**src/rtl/input_debouncer.sv**
```systemverilog
// Per-bit synchroniser and consecutive-sample debouncer for raw pad inputs.
// Produces clean levels plus registered one-cycle rise/fall strobes.
module input_debouncer #(
    parameter int unsigned WIDTH           = 3,
    parameter int unsigned SYNC_STAGES     = 2,
    parameter int unsigned DEBOUNCE_CYCLES = 16
) (
    input  logic             clk,
    input  logic             rst,
    input  logic             tick,
    input  logic [WIDTH-1:0] raw_in,
    output logic [WIDTH-1:0] db_out,
    output logic [WIDTH-1:0] rise,
    output logic [WIDTH-1:0] fall,
    output logic             stable
);

    localparam int unsigned CNT_W = $clog2(DEBOUNCE_CYCLES);
    localparam logic [CNT_W-1:0] CntMax = CNT_W'(DEBOUNCE_CYCLES - 1);

    logic [SYNC_STAGES-1:0][WIDTH-1:0] sync_q, sync_d;
    logic [WIDTH-1:0][CNT_W-1:0]       cnt_q, cnt_d;
    logic [WIDTH-1:0]                  db_q, db_d;
    logic [WIDTH-1:0]                  rise_q, rise_d;
    logic [WIDTH-1:0]                  fall_q, fall_d;
    logic [WIDTH-1:0]                  sync_last;
    logic                              stable_c;

    assign sync_last = sync_q[SYNC_STAGES-1];

    always_comb begin
        sync_d[0] = raw_in;
        for (int s = 1; s < int'(SYNC_STAGES); s++) begin
            sync_d[s] = sync_q[s-1];
        end
    end

    always_comb begin
        db_d     = db_q;
        cnt_d    = cnt_q;
        rise_d   = '0;
        fall_d   = '0;
        stable_c = 1'b1;
        for (int b = 0; b < int'(WIDTH); b++) begin
            // A match always clears the count, so short glitches leave no residue.
            if (sync_last[b] == db_q[b]) begin
                cnt_d[b] = '0;
            end else if (tick) begin
                if (cnt_q[b] == CntMax) begin
                    db_d[b]   = sync_last[b];
                    cnt_d[b]  = '0;
                    rise_d[b] = sync_last[b];
                    fall_d[b] = ~sync_last[b];
                end else begin
                    cnt_d[b] = cnt_q[b] + CNT_W'(1);
                end
            end
            if ((sync_last[b] != db_q[b]) || (cnt_q[b] != '0)) begin
                stable_c = 1'b0;
            end
        end
    end

    always_ff @(posedge clk) begin
        if (rst) begin
            sync_q <= '0;
            cnt_q  <= '0;
            db_q   <= '0;
            rise_q <= '0;
            fall_q <= '0;
        end else begin
            sync_q <= sync_d;
            cnt_q  <= cnt_d;
            db_q   <= db_d;
            rise_q <= rise_d;
            fall_q <= fall_d;
        end
    end

    assign db_out = db_q;
    assign rise   = rise_q;
    assign fall   = fall_q;
    assign stable = stable_c;

endmodule

```
**config.mk**
```make
export PLATFORM = sky130hd
export DESIGN_NAME = input_debouncer
export DESIGN_NICKNAME = d
export VERILOG_FILES = /design/src/rtl/input_debouncer.sv
export SDC_FILE = /design/constraint.sdc
export NUM_CORES = 1
export LEC_CHECK = 0
export ABC_AREA = 1
export CAP_MARGIN = 10
export CORE_MARGIN = 2
export CORE_UTILIZATION = 53
export CTS_CLUSTER_DIAMETER = 40
export DETAILED_ROUTE_END_ITERATION = 6
export HOLD_SLACK_MARGIN = 0.12
export PLACE_DENSITY = 0.77
export SLEW_MARGIN = 20
export SYNTH_ARGS = -nofsm -noshare
export SYNTH_HDL_FRONTEND = slang
export SYNTH_SLANG_ARGS = --single-unit
```
**constraint.sdc**
```tcl
create_clock -name clk -period 1.4 [get_ports clk]
set_input_delay 0.35 -clock clk [delete_from_list [all_inputs] [get_ports clk]]
set_output_delay 0.35 -clock clk [all_outputs]
set_load 0.05 [all_outputs]
```
Word level (Yosys, flattened, before mapping)
Index checks and enable logic that the tools add are counted.

word-level totals
  register bits = 27
  bits in latches = 0
  memory bits (writable) = 0
  memory bits (read-only) = 0
  word-level logic and storage cells = 57
  memories = 0

operators by class
  add/sub/neg operators = 3
  $mul = 0
  divide/modulo/power cells = 0
  $lt $le $gt $ge = 0
  equal/unequal tests = 9
  shift operators = 0
  muxes and demuxes = 6
  bitwise gates (word level) = 10
  reduce and logical (&&, ||, !) cells = 15

operators with widths
  cell                   number
  $add A4 B1 Y4 const B  3
  $eq A4 B4 Y1 const B   3
  $mux W4                3
  $reduce_bool A4 Y1     3
  $reduce_or A4 Y1       3
  $not A1 Y1             10
  $reduce_and A3 Y1      3
  $reduce_or A2 Y1       3
  $eq A1 B1 Y1           3
  $logic_or A1 B1 Y1     3
  $mux W1                3
  $ne A1 B1 Y1           3

Longest topological paths before layout
Gate-level depths: netlist of run 1.

  depth in word-level cells = 5
  depth in mapped cells = 6
  mapped depth without buffers = 6

Least setup slack after synthesis of run 1
OpenSTA, ideal clock, no wires.

  path type = register -> output
  start = register db_q[0], in the netlist db_out[0]
  end = output port stable
  arrival = 1.705 ns
  slack = -0.655 ns
  stages on the path, launching flop included = 7
  path buffers = 0
  path through = dfxtp_1 -> inv_1 -> nand2_1 -> nand2_1 -> nor2_1 -> nand2_1 -> nor2_1

on the way
  longest elaborated chain between the ends = 5

RTL lines
  item                      RTL line  text
  start: declaration        23        logic [WIDTH-1:0] db_q, db_d;
  start signal: assignment  68        db_q <= '0;
  start signal: assignment  74        db_q <= db_d;
  $ne A1 B1 Y1              58        if ((sync_last[b] != db_q[b]) || (cnt_q[b] != '0)) begin
  $logic_or A1 B1 Y1        58
  $mux W1 (3 in a row)      58
  end: declaration          15        output logic stable

Every way passes these cells.

Worst setup path in the final report of run 1
  start = register cnt_q[9] (netlist bit)
  end = output port stable

on the way
  longest elaborated chain between the ends = 3

RTL lines
  item                      RTL line  text
  start: declaration        22        logic [WIDTH-1:0][CNT_W-1:0] cnt_q, cnt_d;
  start signal: assignment  73        cnt_q <= cnt_d;
  $reduce_bool A4 Y1        58
  $logic_or A1 B1 Y1        58
  $mux W1                   58

Every way passes these cells.

==> results, run 1 <==
- The run finished, with violations left.
- The final reports fail on negative setup slack.
- STA puts the critical path data required time at 1.05 ns.
- The worst vdd rail ir drop is 658 µV.
- In this run, CTS created clock tree buffers numbering 3.
- At the pin with the least slew margin, the transition time is between 0.2 and 0.25 ns.
- The buffer levels on the longest clock path is 2.
- The congestion estimate from routability-driven global placement came to 0.836.
- After synthesis, the mean cell area works out to 7.27 µm².
- The initial antenna violation count came to 0.
- The Yosys step of the flow raised 0 warnings.
- Clock skew on the completed layout was measured at 0.00134 ns.
- In this run the tool buffered the top-level ports with 15 buffer cells.
- The routed design could run at a clock period as short as 1.69 ns.
- In this run the static leakage power is 0.672 nW.
- The post-route netlist has 35.3% of its cells at a drive strength greater than 1.
- The nature of the critical path endpoint is an output port.
- Row generation in the floorplan step produced 17 rows.
- The gate count of the mapped netlist is 169.
- The synthesized net count is 181.
- Setup violations remaining at the end of the flow were counted as 1.
- The slowest stage of the critical path belongs to the cell dfxtp_2.
- In the final design database the tool counted 214 nets.
- After detailed routing, the number of vias per cell comes to between 4 and 5.
- Leaving out fill and tap cells, the most frequent cells in the layout are nor2_1 (36), nand2_1 (33), dfxtp_1 (17), buf_4 (17), inv_1 (15).
- Clock-pin slew was measured on the worst setup and hold paths at 0.13 ns.
- The path class of the tightest hold or removal check is reg2reg.
- The residual antenna-violating net count after detailed routing is 0.
- The first global-routing pass estimated 4170 µm of wire.
- The number of vias after detailed routing is 1091.
- The number of buffer and inverter instances along the worst setup path is 2.
- At the later pin of the worst-skew pair, clock insertion delay measures 0.31 ns.
- Entering global routing, the biggest net connects 15 pins.
- The area of the core region is 2210 µm².
- The floorplan die height is 52.2 µm.
- After detailed placement, the design holds a cell count of 221.
- For this run, the register share of the synthesized area comes to between 40% and 50%.
- The largest fanout of any net on the critical path is 2.
- The total of flip-flops plus latches after synthesis is 27.
- In this run the tightest slew margin relative to its limit is slightly below 90%.
- The area enclosed by the die boundary is 2720 µm².
- The synthesized netlist occupies a cell area of 1230 µm².
- The overall overflow remaining after global route is 0.
- The number of primary I/O pins is 16.
- In the final routed layout, each cell accounts on average for 10.6 µm.
- The first TritonRoute pass finished after 4 iterations.
- The maximum clock rate is 0.590 GHz.
- The CTS tree is yes.
- The library cell used most frequently in the layout, excluding fill and tap cells, is nor2_1.
- In the global route stage, overall resource usage came out at about a fifth.
- Compared with the post-synthesis result, the final layout area differs by 39.5%.
- Setup repair after global routing could not meet its margin everywhere.
- The hold violation total from the final report was 0.
- The worst path uses 121% of the clock period.
- The root buffer cell chosen for the clock tree is clkbuf_4.
- In the post-route analysis, the smallest setup slack over all paths is -0.294 ns.
- The initial standard-cell utilization of the core is between 50 and 60%.
- The endpoint arrival time on the critical path is 1.34 ns.
- The final cell count without fillers is around 230.
- The tree built by TritonCTS fans out to 27 sinks.
- Wires add up to 2420 µm.
- In this run the power density over the cells is between 700 and 800 nW/µm².
- The post-detailed-route DRC marker count is 0.
- The number of pins exceeding their max-slew limit in the final report came to 0.
- The wire-length estimate of the detail-placed layout is 1730 µm.
- The signal on the critical path passes through inv_2 > ha_4 > nand3_2 > nor2_1 > nand2_1 > nor2_4 > buf_12.
- In this run the number of H-tree levels came out at 1.
- The worst setup path is launched from a flop.
- The overall power after layout is approximately 1.2 mW.
- The first-iteration detailed-routing DRC count is 12.
- The classification of the worst setup path is reg2out.
- Counting the fill cells in the layout gives approximately 180.
- The max-cap check violation count is 0.
- On the worst path, the slowest cell contributes a delay of 0.35 ns.
- The number of global-route vias before repair is 1033.
- In this design, the largest share of critical-path delay is due to flip-flops.
- The die outline width is 52.2 µm.
- After synthesis, the netlist uses 16 different library cells.
- The number of diodes added for antenna fixing is 0.
==> kinds of logic (layout without fill, tap and decap cells) <==
family                   count (synthesis)  count (layout)  synth area share [%]
flip-flops                              27              27                  44.0
AO/OA/AOI/OAI                           11              11                  5.09
adder cells (fa/ha/maj)                  6               6                  6.11
buffers and inverters                   29              61                  11.0
AND/OR/NAND/NOR                         96              96                  33.8
==> cell usage after synthesis <==
cell type / n / area share (%)
nand2_1: 39 / 12
nor3_1: 1 / 0.41
nor2_2: 3 / 1.5
buf_6: 3 / 2.7
a21oi_1: 8 / 3.3
ha_1: 6 / 6.1
nor2_1: 38 / 12
nand3_1: 8 / 3.3
dfxtp_1: 27 / 44
buf_4: 1 / 0.61
o21bai_1: 3 / 1.8
nand4_1: 1 / 0.51
inv_2: 1 / 0.31
nor3_2: 5 / 4.1
nand2_2: 1 / 0.51
inv_1: 24 / 7.3
==> sequential cells by signal, summed over array words and instances, names as in the netlist <==
signal and flops:
cnt_q 12, db_out 3, fall 3, rise 3
sync_d 3, sync_last 3
==> path summary, 6_finish.rpt <==
| kind | start | end | slack (ns) | depth (start not counted) |
|---|---|---|---|---|
| hold / removal | sync_d[5]$_SDFF_PP0_ | sync_last[2]$_SDFF_PP0_ | 0.42 | 2 |
| hold reg to reg | sync_d[5]$_SDFF_PP0_ | sync_last[2]$_SDFF_PP0_ | 0.42 | 2 |
| setup reg to reg | cnt_q[0]$_SDFFE_PP0P_ | cnt_q[3]$_SDFFE_PP0P_ | 0.18 | 7 |
| setup / recovery | cnt_q[9]$_SDFFE_PP0P_ | stable | -0.29 | 7 |
==> layout make-up <==
class                           count  area (µm²)  share of cell area (%)
Inverter                           25        93.8                    5.47
Tap cell                           28        35.0                    2.04
Sequential cell                    27         561                    32.7
Clock buffer                        4        26.3                    1.53
Multi-Input combinational cell    113         621                    36.2
Timing Repair Buffer               32         378                    22.0
==> metal layers <==
metal,part of all wire [%],global-route usage [%],up-vias
met3,2.2,2.59,2
met5,0,0,-
met2,52,36.1,14
met4,0.70,7.69,0
li1,-,-,582
met1,45,24.7,493
==> worst min-delay path: stages (launching register included) <==
cell and delay [ns]:
dfxtp_1 0.32, inv_1 0.04, nor2_1 0.03
==> report_power, final <==
part           switching [mW]  leakage (nW)  internal, mW
clock network           0.208        0.0150         0.111
registers             0.00429         0.225         0.772
logic                  0.0653         0.432        0.0572
total                   0.278         0.672         0.941
==> through the flow <==
stage          setup slack, ns  cell area, µm²  TNS, ns  util [%]  hold WS [ns]
2_1_floorplan          -0.0282            1260  -0.0282         -         0.388
3_3_place_gp            -0.104            1600   -0.678      72.5         0.393
6_report                -0.294            1710   -0.294      77.5         0.416
5_1_grt                 -0.376            1710   -0.376      77.5         0.441
3_5_place_dp            -0.124            1600    -1.16      72.5         0.399
4_1_cts                 -0.303            1710   -0.303      77.3         0.418
==> repair_timing <==
item,4_1_cts,5_1_grt
setup buffers,4,0
endpoints found under the setup margin,1,1
pin swaps,6,1
hold buffers,0,0
resized for setup,19,2
(Power assumes the default switching activity.)
==> run 2, diff against run 1 <==
--- a/config.mk
+++ b/config.mk
@@ -7,7 +7,6 @@
 export LEC_CHECK = 0
 export ABC_AREA = 1
 export CAP_MARGIN = 10
-export CORE_MARGIN = 2
 export CORE_UTILIZATION = 53
 export CTS_CLUSTER_DIAMETER = 40
 export DETAILED_ROUTE_END_ITERATION = 6
==> run 2 against run 1 <==
The flow still finishes with violations (negative setup slack). Worst setup slack worse by 0.014 ns. Via count up 1.5%. Die area shrank 7.5%. Core utilization up 0.12 points. Highest routed layer unchanged.
==> results, run 2 (synthesized netlist as in run 1, its figures left out) <==
- The number of buffers inserted by port buffering is 15.
- After legalization and detailed placement, the total HPWL measured 1840 µm.
- In the final design database the tool counted 212 nets.
- In this run the count of I/O pins placed on the die edge is 16.
- The checks that failed: negative setup slack.
- The register with the most flip-flops in the final layout is cnt_q.
- In this run the remaining antenna-violating nets after routing total 0.
- Leaving out fill and tap cells, the most frequent cell in the layout is nor2_1.
- Summed over all failing endpoints, the final setup total negative slack is -0.308 ns.
- The number of vias after detailed routing is 1107.
- The number of setup violations in the final report is 1.
- The clock net in this run drives a total of 27 sinks.
- Across the run, the number of max-cap violations was 0.
- The number of diodes added for antenna fixing is 0.
- The initial standard-cell utilization of the core is 56.1%.
- The first-iteration detailed-routing DRC count is 29.
- Cells with a size suffix above 1 make up 35.2% of the layout.
- The area of the core region is 2190 µm².
- Counting along the longest clock path gives a buffer depth of 2.
- The first detailed-routing pass ran for 4 iterations.
- Data arrives at the worst endpoint at 1.36 ns.
- The number of flip-flops in the largest register is 12.
- Data on the critical path is required at its endpoint by 1.05 ns.
- Setup repair after global routing could not meet its margin everywhere.
- Clock latency on the worst-skew pair, taken at its later pin, is between 0.3 and 0.4 ns.
- The floorplan die height is 50.2 µm.
- The largest net degree at the start of global routing is 15.
- The type of element launching the critical path is a flop.
- The area enclosed by the die boundary is ~2500 µm².
- The average detailed-routed wire length per instance is between 10 and 15 µm.
- Summed over all cells, the static leakage comes to 0.665 nW.
- In the post-route analysis, the smallest setup slack over all paths is -0.308 ns.
- The run finished, with violations left.
- The tree is rooted in a clkbuf_4.
- The critical path is of the reg2out type.
- After clock tree synthesis, the clock-pin slew on the worst setup and hold paths is 0.13 ns.
- The global-route wire length before repair is between 4000 and 5000 µm.
- The global-route usage over all layers is 23.5%.
- The post-detailed-route DRC marker count is 0.
- Based on the critical path, the design can be clocked at up to 0.585 GHz.
- In the layout the commonest cells are nor2_1 (36), nand2_1 (33), dfxtp_1 (16).
- The fraction of the core area covered by cells at the end of the flow is 77.6%.
- The final period demand of the worst path is 1.71 ns.
- STA classifies the critical path endpoint as an output port.
- The floorplan has 17 rows.
- Headroom to the max-slew limit came out at around 86%.
- CTS built an H-tree with a depth of 1.
- Compared with the post-synthesis result, the final layout area differs by 38.4%.
- The total power density per cell area is about 720 nW/µm².
- In this run the worst hold path is classified as reg2reg.
- The initial antenna violation count is 0.
- The number of pins exceeding their max-slew limit in the final report was 0.
- The number of global-route vias before repair is 1114.
- For the pin with the worst max-slew slack, the measured transition is 0.206 ns.
- The worst vdd rail ir drop is roughly 760 µV.
- For the final database, setup skew stands at between 0.004 and 0.005 ns.
- The number of hold buffers added after CTS is 0.
- The number of clock buffers inserted by TritonCTS is 3.
- The sum of routed wire length over all layers is 2550 µm.
- The hold violation total from the final report came to 0.
- From left edge to right edge, the die measures 50.2 µm.
- The CTS tree is yes.
- At the end of routability-driven placement, the weighted congestion stood at around 0.81.
- After detailed routing, the number of vias per cell comes to 4.88.
- In this run the worst path has a maximum fanout of 2.
- The number of filler instances in the final layout is 166.
- The final worst-path cycle share is 122%.
- The overall overflow remaining after global route is 0.
==> run 2: routing by layer <==
layer	track usage (%)	vias to the layer above	part of all wire (%)
li1	-	573	-
met1	24.6	504	43
met2	44.2	23	52
met3	3.94	7	3.1
met4	11.4	0	2.3
met5	0	-	0
==> run 2: through the flow <==
step | area (µm²) | instances | hold WS, ns | total power, mW | worst slack, ns
after floorplan | 1260 | 169 | 0.388 | 0.868 | -0.0282
after global placement | 1600 | 220 | 0.394 | 0.909 | -0.113
after detailed placement | 1600 | 220 | 0.399 | 0.913 | -0.161
after CTS | 1700 | 227 | 0.417 | 1.24 | -0.306
after global routing | 1700 | 227 | 0.421 | 1.28 | -0.366
final | 1700 | 227 | 0.407 | 1.23 | -0.308
==> run 2: worst max-delay path, cell delays in order, from the launching register on <==
cell,delay (ns)
dfxtp_2,0.35
inv_2,0.07
ha_4,0.12
nand3_2,0.06
nor2_1,0.09
nand2_1,0.09
nor2_4,0.11
buf_12,0.14
==> run 2: cell type report <==
class                   count  area [µm²]  area share (%)
repair buffers             30         363            21.3
well taps                  28        35.0            2.06
flip-flops and latches     27         562            33.0
inverters                  25        93.8            5.52
multi-input cells         113         621            36.5
clock buffers               4        26.3            1.55
==> run 2: worst paths after layout <==
check	start	to	slack (ns)	depth (start not counted)
hold / removal	sync_d[4]$_SDFF_PP0_	sync_last[1]$_SDFF_PP0_	0.41	2
setup reg to reg	cnt_q[0]$_SDFFE_PP0P_	db_out[0]$_SDFFE_PP0P_	0.17	7
hold reg to reg	sync_d[4]$_SDFF_PP0_	sync_last[1]$_SDFF_PP0_	0.41	2
setup / recovery	cnt_q[1]$_SDFFE_PP0P_	stable	-0.31	7
==> run 2: what timing repair did <==
| action | 4_1_cts | 5_1_grt |
|---|---|---|
| pin swaps | 4 | 0 |
| setup buffers | 3 | 0 |
| gates resized for setup | 19 | 3 |
| setup endpoints to repair | 1 | 1 |
==> run 2: report_power, final <==
part | internal, mW | switching, mW
logic | 0.0565 | 0.0657
registers | 0.773 | 0.00427
clock network | 0.112 | 0.217
==> run 3, diff against run 2 <==
--- a/config.mk
+++ b/config.mk
@@ -7,11 +7,11 @@
 export LEC_CHECK = 0
 export ABC_AREA = 1
 export CAP_MARGIN = 10
-export CORE_UTILIZATION = 53
+export CORE_UTILIZATION = 55
 export CTS_CLUSTER_DIAMETER = 40
 export DETAILED_ROUTE_END_ITERATION = 6
 export HOLD_SLACK_MARGIN = 0.12
-export PLACE_DENSITY = 0.77
+export PLACE_DENSITY = 0.9
 export SLEW_MARGIN = 20
 export SYNTH_ARGS = -nofsm -noshare
 export SYNTH_HDL_FRONTEND = slang
==> constraint.sdc (replaced) <==
create_clock -name clk -period 2.1 [get_ports clk]
set_input_delay 0.525 -clock clk [delete_from_list [all_inputs] [get_ports clk]]
set_output_delay 0.525 -clock clk [all_outputs]
set_load 0.05 [all_outputs]
==> run 3 against run 2 <==
Routed wire length is 12% lower. Critical endpoint unchanged. Combinational power is 42% lower. Largest power group unchanged. First-iteration DRC count is 31% lower. Power is 34% lower. Die area is 3.5% lower. Clock skew is 0.0061 ns higher. The flow now finishes without violations.
==> results, run 3 (synthesized netlist as in run 1, its figures left out) <==
- The run finished with clean final reports.
- In this run, CTS created clock tree buffers numbering 3.
- Dividing the final minimum period by the clock period gives a little over nine tenths.
- The part of the total power dissipated in combinational logic is 8.7%.
- The internal power is ~0.62 mW.
- The total of cells resized after clock tree synthesis is 0.
- For this design the static power due to leakage is 0.594 nW.
- The area growth from synthesis to layout is 17.3%.
- The overall power after layout is 0.810 mW.
- For the final database, setup skew stands at approximately 0.011 ns.
- Detailed placement ended at an HPWL of 1730 µm.
- The die outline width is approximately 49 µm.
- The initial antenna violation count came to 0.
- The hold violation total from the final report is 0.
- Clock-pin slew was measured on the worst setup and hold paths at 0.14 ns.
- Row generation in the floorplan step produced 16 rows.
- The post-CTS setup-driven buffer insertion count is 0.
- Entering global routing, the biggest net connects 15 pins.
- The first routing iteration left 20 violations.
- The endpoint arrival time on the critical path is 1.47 ns.
- The number of buffers inserted by port buffering is 15.
- The finished cells cover 1440 µm².
- The buffer levels on the longest clock path is 2.
- For flop-to-flop paths, the worst setup slack is between 0.9 and 1 ns.
- For this design the total switching power over the nets is between 0.15 and 0.2 mW.
- The register with the most flip-flops in the layout has 12 of them.
- The total power density per cell area is 562 nW/µm².
- The area of the multi-input gates is around 560 µm².
- In the routed design, unresolved DRC markers number 0.
- The number of sinks handled by clock tree synthesis is 27.
- The average detailed-routed wire length per instance is between 10 and 15 µm.
- Across the run, the number of max-cap violations was 0.
- Leaving out fill and tap cells, the most frequent cells in the layout are nand2_1 (39), nor2_1 (37), dfxtp_1 (26).
- The number of hold buffers added after CTS is 0.
- The routed design could run at a clock period as short as 1.99 ns.
- At the later pin of the worst-skew pair, clock insertion delay measures between 0.3 and 0.4 ns.
- The number of filler instances in the final layout is 164.
- The relative max-transition margin is between 60% and 70%.
- The register bank with the most flops is cnt_q.
- The total instance count after detailed placement is 210.
- Once placement finished, the instance area stood at 1410 µm².
- The share of power burned in the clock network is between 20 and 30%.
- The worst setup path is launched from a flop.
- Measured on the finished design, the core utilization comes to 71.3%.
- The final layout contains 200 nets.
- The worst setup slack before clock tree synthesis is ~0.30 ns.
- The data required time of the critical path is 1.57 ns.
- Once routing completed, OpenROAD measured the worst setup slack at approximately 0.11 ns.
- The critical path in this run is classified as reg2out.
- For this run, the total global-route usage over all layers was measured as 20.8%.
- The final route contains between 1000 and 1500 vias.
- Setup violations remaining at the end of the flow were counted as 0.
- The largest fanout of any net on the critical path is 3.
- TritonCTS built the clock tree.
- The final layout contains routed wiring with a total length of roughly 2200 µm.
- Across the whole layout, storage elements account for 542 µm².
- The nature of the critical path endpoint is an output port.
- At the pin with the least slew margin, the transition time is approximately 0.51 ns.
- For this run, the top clock speed supported by timing is approximately 0.5 GHz.
- The number of diodes added for antenna fixing is 0.
- The switching part of the total is 23.1%.
- Global routing finished with a remaining overflow of 0.
- The number of primary I/O pins is 16.
- Setup repair after global routing left no endpoint under its margin.
- After the flow finishes, the layout carries non-filler instances totaling 214.
- The initial standard-cell utilization of the core is 60.8%.
- The worst hold path belongs to the class reg2reg.
- The residual antenna-violating net count after detailed routing is 0.
- The number of H-tree levels is 1.
- The final weighted congestion in routability-driven placement is approximately 0.8.
- The die covers 2430 µm².
- The worst vdd rail ir drop is 519 µV.
- The worst slack on hold paths is 0.411 ns.
- The floorplan die height is ~49 µm.
- Of the total power, registers draw 64.4%.
- Leaving out fill and tap cells, the most frequent cell in the layout is nand2_1.
- In this run the clock root is driven by a clkbuf_4.
- The number of pins exceeding their max-slew limit in the final report was 0.
- The vias per cell is 4.92.
- The post-route netlist has 10.2% of its cells at a drive strength greater than 1.
- The global-route wire length before repair is 3860 µm.
- The area of the core region is approximately 2000 µm².
- The number of global-route vias before repair is 994.
- The first detailed-routing pass took 6 iterations.
- Setup total negative slack on the finished layout was measured at 0 ns.
[run 3: cell count changes in the layout (fill, tap and decap cells not counted), moves of 7 or more]
cell	delta
dfxtp_2	-7
inv_2	-9
dfxtp_1	+10
buf_4	-12
buf_12	-9
inv_1	+9
[run 3: area by class of cell]
type,count,share of cell area (%)
inverters,25,6.51
well taps,27,2.34
clock buffers,4,1.82
multi-input cells,113,38.5
repair buffers,18,13.2
flip-flops and latches,27,37.6
[run 3: worst paths after layout]
check             cells after the start                  start                       to
setup / recovery                      7  cnt_q[9]$_SDFFE_PP0P_                   stable
hold / removal                        2   sync_d[4]$_SDFF_PP0_  sync_last[1]$_SDFF_PP0_
setup reg to reg                      6  cnt_q[8]$_SDFFE_PP0P_   cnt_q[11]$_SDFFE_PP0P_
hold reg to reg                       2   sync_d[4]$_SDFF_PP0_  sync_last[1]$_SDFF_PP0_
[run 3: layer usage]
| layer | track usage, % | vias up | wire length, µm |
|---|---|---|---|
| met5 | 0 | - | 0 |
| met4 | 8.82 | 0 | 34 |
| met3 | 4.05 | 5 | 72 |
| met2 | 40.0 | 26 | 1140 |
| met1 | 21.3 | 473 | 992 |
| li1 | - | 548 | - |
[run 3: power groups by stage]
| stage | clock (mW) | combinational, mW | sequential (mW) |
|---|---|---|---|
| 2_1_floorplan | 0 | 0.0465 | 0.532 |
| 3_3_place_gp | 0 | 0.0677 | 0.533 |
| 3_5_place_dp | 0 | 0.0700 | 0.533 |
| 4_1_cts | 0.220 | 0.0705 | 0.522 |
| 5_1_grt | 0.243 | 0.0765 | 0.522 |
| 6_report | 0.218 | 0.0703 | 0.521 |
[run 3: critical path: stages (launching register included)]
cell     delay (ns)
dfxtp_1        0.36
inv_1          0.08
ha_1           0.15
nand3_1        0.08
nor2_1         0.10
nand2_1        0.07
nor2_2         0.14
buf_12         0.16
